[src/rtl/controle_multiplicador.sv]
// Shift-and-add multiply sequencer driving one shared external WIDTH-bit adder.
// One product bit per CALC cycle; the product is registered on entry to DONE.
module controle_multiplicador #(
  parameter int WIDTH = 4
) (
  input  logic               clk,
  input  logic               rst_n,
  input  logic               start,
  input  logic [WIDTH-1:0]   a,
  input  logic [WIDTH-1:0]   b,
  output logic               ready,
  output logic               busy,
  output logic               done,
  output logic [2*WIDTH-1:0] s,
  output logic [WIDTH-1:0]   add_a,
  output logic [WIDTH-1:0]   add_b,
  input  logic [WIDTH:0]     add_s
);

  // state  | meaning
  // S_IDLE | waiting for start, ready=1
  // S_CALC | one shift-and-add step per cycle, WIDTH cycles
  // S_DONE | product valid in s, done pulse
  typedef enum logic [1:0] {S_IDLE, S_CALC, S_DONE} state_t;

  localparam int CW = (WIDTH > 2) ? $clog2(WIDTH) : 1;
  localparam logic [CW-1:0] LAST = CW'(WIDTH - 1);

  state_t               r_state;
  state_t               w_next;
  logic [WIDTH-1:0]     r_m;
  logic [2*WIDTH-1:0]   r_p;
  logic [CW-1:0]        r_cnt;
  logic [2*WIDTH-1:0]   r_s;
  logic [2*WIDTH-1:0]   w_shift;
  logic                 w_accept;
  logic                 w_last;

  // Adder carry lands in the top bit, so the shifted value never overflows.
  assign w_shift  = {add_s, r_p[WIDTH-1:1]};
  assign w_accept = (r_state == S_IDLE) && start;
  assign w_last   = (r_state == S_CALC) && (r_cnt == LAST);

  always_ff @(posedge clk or negedge rst_n) begin
    if (!rst_n) r_state <= S_IDLE;
    else        r_state <= w_next;
  end

  always_comb begin
    w_next = r_state;
    add_a  = '0;
    add_b  = '0;
    case (r_state)
      S_IDLE: if (start) w_next = S_CALC;
      S_CALC: begin
        add_a = r_p[2*WIDTH-1:WIDTH];
        add_b = r_p[0] ? r_m : '0;
        if (r_cnt == LAST) w_next = S_DONE;
      end
      S_DONE:  w_next = S_IDLE;
      default: w_next = S_IDLE;
    endcase
  end

  always_ff @(posedge clk or negedge rst_n) begin
    if (!rst_n) begin
      r_m   <= '0;
      r_p   <= '0;
      r_cnt <= '0;
      r_s   <= '0;
    end else if (w_accept) begin
      r_m   <= a;
      r_p   <= {{WIDTH{1'b0}}, b};
      r_cnt <= '0;
    end else if (r_state == S_CALC) begin
      r_p   <= w_shift;
      r_cnt <= r_cnt + 1'b1;
      if (w_last) r_s <= w_shift;
    end
  end

  assign ready = (r_state == S_IDLE);
  assign busy  = (r_state == S_CALC) || (r_state == S_DONE);
  assign done  = (r_state == S_DONE);
  assign s     = r_s;

endmodule

[config.mk]
export PLATFORM = sky130hd
export DESIGN_NAME = controle_multiplicador
export DESIGN_NICKNAME = d
export VERILOG_FILES = /design/src/rtl/controle_multiplicador.sv
export SDC_FILE = /design/constraint.sdc
export NUM_CORES = 1
export LEC_CHECK = 0
export BUFFER_PORTS_ARGS = -buffer_cell sky130_fd_sc_hd__buf_2
export CAP_MARGIN = 30
export CORE_ASPECT_RATIO = 1.25
export CORE_MARGIN = 3
export CORE_UTILIZATION = 50
export DETAILED_ROUTE_END_ITERATION = 8
export GPL_TIMING_DRIVEN = 0
export PLACE_DENSITY = 0.78
export SYNTH_ARGS = -nofsm -noshare
export SYNTH_HDL_FRONTEND = slang
export SYNTH_SLANG_ARGS = --single-unit
[constraint.sdc]
create_clock -name clk -period 2.4 [get_ports clk]
set_clock_uncertainty 0.2 [all_clocks]
set_input_delay 0.48 -clock clk [delete_from_list [all_inputs] [get_ports clk]]
set_output_delay 0.48 -clock clk [all_outputs]
set_load 0.1 [all_outputs]
* Word level (Yosys, flattened, before mapping) *
Index checks and enable logic that the tools add are counted.

cells by class
  multiplexer cells = 10
  bitwise operators = 1
  add/sub/neg operators = 1
  equal/unequal tests = 5
  reductions and logical operators = 7

operator list
  cell                                                                   count
  8-bit 2-to-1 mux                                                       2
  4-bit 2-to-1 mux                                                       3
  2-bit 2-to-1 mux                                                       4
  2-bit equality test, second input constant                             2
  2-bit inequality test, second input constant                           2
  2-bit case mux with 2 select lines                                     1
  3-bit AND reduction                                                    1
  2-bit by 1-bit adder with 2-bit output, second input constant          1
  2-bit by 1-bit equality test with 1-bit output, second input constant  1
  1-bit logical AND                                                      2
  2-bit zero test                                                        1
  2-bit AND reduction                                                    1
  2-bit nonzero test                                                     1
  1-bit logical OR                                                       1
  1-bit NOT                                                              1

storage, ports and cells
  bits in registers = 24
  word-level logic and storage cells = 29
  bits of input ports = 16
  output and inout port bits = 19

* Longest topological paths before layout *
  word-level depth = 4
  mapped depth = 7
  depth with buffers taken out = 5

* Worst setup path after synthesis *
OpenSTA, ideal clock, no wires.

  kind = reg-to-output
  start point = reg r_state[1]
  end point = out add_b[0]
  arrival = 1.802 ns
  data required time = 1.720 ns
  path buffers = 2
  stages on the path, launching flop included = 6
  setup slack = -0.082 ns
  cell sequence = dfrtp_1 -> inv_1 -> ha_1 -> buf_4 -> buf_2 -> and3_1

between the ends
  longest elaborated chain between the ends = 2

ends and longest elaborated chain
  what                                            RTL line  source
  from (decl)                                     29        state_t r_state;
  from (signal assigned)                          46        else r_state <= w_next;
  2-bit by 1-bit equality test with 1-bit output  53        case (r_state)
  4-bit 2-to-1 mux                                53
  to (decl)                                       16        output logic [WIDTH-1:0] add_b,

Every way passes these cells.

* Worst setup path in the final report *
Ends and elaborated chain as after synthesis.

==> flow_summary.json <==
{
  "fmax_mhz": 430,
  "via_per_inst": 4.80,
  "cp_data_required_time_ns": 1.72,
  "wl_mm": 2.19,
  "status": "finished clean",
  "drt-initial-drc-count": 15,
  "grtUsageTotal_pct": 16.6,
  "hold_depth": 3,
  "worst_slew_pin_slew_ns": 0.510,
  "synthArstFlopShare_pct": 100,
  "routed_wire_length_per_instance_um": 13.2,
  "synth_top_area_cell": "dfrtp_1",
  "crit_arrival_ns": 1.65,
  "cts_buffer_depth": 2,
  "cap_viol_max_count": 0,
  "ant_nets": 0,
  "syn_area_um2": 1160,
  "cts_setup_buffers": 0,
  "netlist_instances": 98,
  "crit_buf_inv": 3,
  "synth_area_leaders": "dfrtp_1 52%, mux2_4 10%, mux2i_1 7.7%",
  "clock_sinks": 24,
  "start_kind": "flop",
  "dieHeight_um": 60.0,
  "vias": 796,
  "fin_nets": 159,
  "drv_slew": 0,
  "die_w_um": 49.2,
  "core_um2": 2090,
  "reg2reg_depth": 6,
  "cts_tree": "done",
  "critPathMaxStageDelay_ns": 0.42,
  "worst_skew_pair.late_latency_ns": 0.32,
  "path_class": "reg -> out",
  "start_util_pct": 55.6,
  "synth_fp_nets": 120,
  "synth_top_area_share_pct": 51.6,
  "crit_chain": "inv_2, ha_1, buf_8, and3_2, buf_8",
  "period_minus_slack_ns": 2.33,
  "cpMostUsedCell": "buf_8",
  "first_pass_iters": 3,
  "finalCritPeriodShare_pct": 97.0,
  "synth_ff_type": "dfrtp_1",
  "synth.most_common_cell": "dfrtp_1",
  "clk_pin_slew_ns": 0.13,
  "cts.htree.levels": 1,
  "hold_viol_final": 0,
  "dp_hpwl_mm": 1.60,
  "synthTopCellsByCount": "24 x dfrtp_1, 17 x nand2_1, 9 x mux2i_1, 8 x mux2_4",
  "crit_path_end_kind": "output pin",
  "r2r-end": "s[0]$_DFFE_PN0P_",
  "grt_pass1_wl_mm": 3.72,
  "finalSetupViolations": 0,
  "reg2reg_from": "r_state[0]$_DFFE_PN0P_",
  "cp_max_fo": 16,
  "grt_overflow": 0,
  "placedCellCount": 162,
  "cts_made_buffers": 3,
  "hold_end": "r_m[1]$_DFFE_PN0P_",
  "ios": 35,
  "slowest_stage": "dfrtp_1",
  "synth-edff-count": 0,
  "antenna_found_initial": 0,
  "ys_seq_area_share_pct": 51.6,
  "drc": 0,
  "grt_pass1_vias": 804,
  "fin_cells": 166,
  "synth_cell_types": 21,
  "r2r_slack_ns": 0.49,
  "antenna_cells": 0,
  "ys_ff_latch": 24,
  "hold_start": "a[1]",
  "rsz0062_at_grt": "false",
  "cts-root-buf": "clkbuf_4",
  "hold_path.class": "in -> reg",
  "dieArea_um2": 2950,
  "io_buffers": 34,
  "yosysWarnings": 0,
  "syn2layout_area_growth_pct": 27.4,
  "drive_gt1_share_pct": 41.9,
  "finalWeightedCongestion": 0.687,
  "avgSynthCellArea_um2": 11.9,
  "rows": 18,
  "grt_max_degree": 25,
  "slew-limit-headroom_pct": 66.0,
  "critPathTopFamily": "buffers and inverters"
}
-- metrics by stage --
| stage | util (%) | hold WS, ns | setup WS (ns) | setup TNS, ns | cell area (um^2) |
|---|---|---|---|---|---|
| 3_3_place_gp | 65.7 | 0.251 | 0.0144 | 0 | 1380 |
| 6_report | 70.8 | 0.142 | 0.0722 | 0 | 1480 |
| 4_1_cts | 70.1 | 0.138 | 0.0234 | 0 | 1470 |
| 2_1_floorplan | - | -0.0156 | 0.00119 | 0 | 1170 |
| 3_5_place_dp | 65.7 | 0.253 | -0.0162 | -0.0360 | 1380 |
| 5_1_grt | 70.8 | 0.142 | 0.00571 | 0 | 1480 |
-- cell families (layout without fill, tap and decap cells) --
| logic type | Yosys count | after routing | synth area share, % |
|---|---|---|---|
| adders and majority gates | 6 | 6 | 6.44 |
| and+or+nand+nor | 35 | 35 | 15.6 |
| xor gates and xnor gates | 1 | 1 | 0.752 |
| DFF | 24 | 24 | 51.6 |
| buffers and inverters | 7 | 45 | 3.44 |
| AOI/OAI and AO/OA | 7 | 7 | 3.22 |
| muxes | 18 | 18 | 19.0 |
-- routing by layer --
layer  GRT usage (%)  vias to the layer above  routed length [um]
met5               0                        -                   0
met4            8.54                        0                  29
met3            2.74                        4                  90
met2            28.2                       24                1130
met1            20.6                      369                 945
li1                -                      399                   -
-- how the worst max path moves through the flow --
stage,cells past startpoint,slack (ns),start,endpoint
floorplan,6,0.001,r_state[0]$_DFFE_PN0P_,s[0]$_DFFE_PN0P_
global placement,6,0.01,r_state[1]$_DFFE_PN0P_,add_b[3]
detailed placement,6,-0.02,r_state[1]$_DFFE_PN0P_,add_b[0]
CTS,5,0.02,r_state[1]$_DFFE_PN0P_,add_b[0]
global route,5,0.006,r_state[1]$_DFFE_PN0P_,add_b[0]
finish,5,0.07,r_state[1]$_DFFE_PN0P_,add_b[0]
-- cell usage in the layout, fill, tap and decap left out, drive strengths merged --
master / n
inv: 3
dlygate4sd3: 1
mux2: 9
o21a: 1
and2: 5
nor2: 7
ha: 6
nand3: 1
nand2: 17
clkbuf: 3
xnor2: 1
nor2b: 1
and3: 4
mux2i: 9
dfrtp: 24
buf: 37
bufinv: 1
o21ai: 5
a21oi: 1
-- final cells by class --
| class | count | area, um^2 |
|---|---|---|
| tap | 30 | 37.5 |
| fill | 157 | 611 |
| sequential | 24 | 601 |
| buffer | 3 | 31.3 |
| timing repair buffer | 35 | 223 |
| inverter | 3 | 11.3 |
| clock buffer | 3 | 22.5 |
| clock inverter | 1 | 30.0 |
| multi-input combinational | 67 | 528 |
-- worst register-to-register path, cell delays in order (launching register included) --
cell and delay [ns]:
dfrtp_1 0.41, inv_1 0.10, ha_1 0.24, and2_4 0.17, buf_6 0.14, nor2_8 0.23, mux2_4 0.33
-- flip-flops by register name, indices dropped and copies added, names as in the netlist --
name / cells
r_cnt: 2
r_m: 4
r_state: 2
s: 8
r_p: 8
-- repair_timing --
action | in CTS | in global routing
endpoints found under the hold margin | 24 | 0
setup endpoints to repair | 8 | 6
hold buffers | 1 | 0
resized for setup | 12 | 5
Power is left out: the tool's default activity adds up to more than one toggle a clock period on the data nets, which glitch-free logic cannot reach.
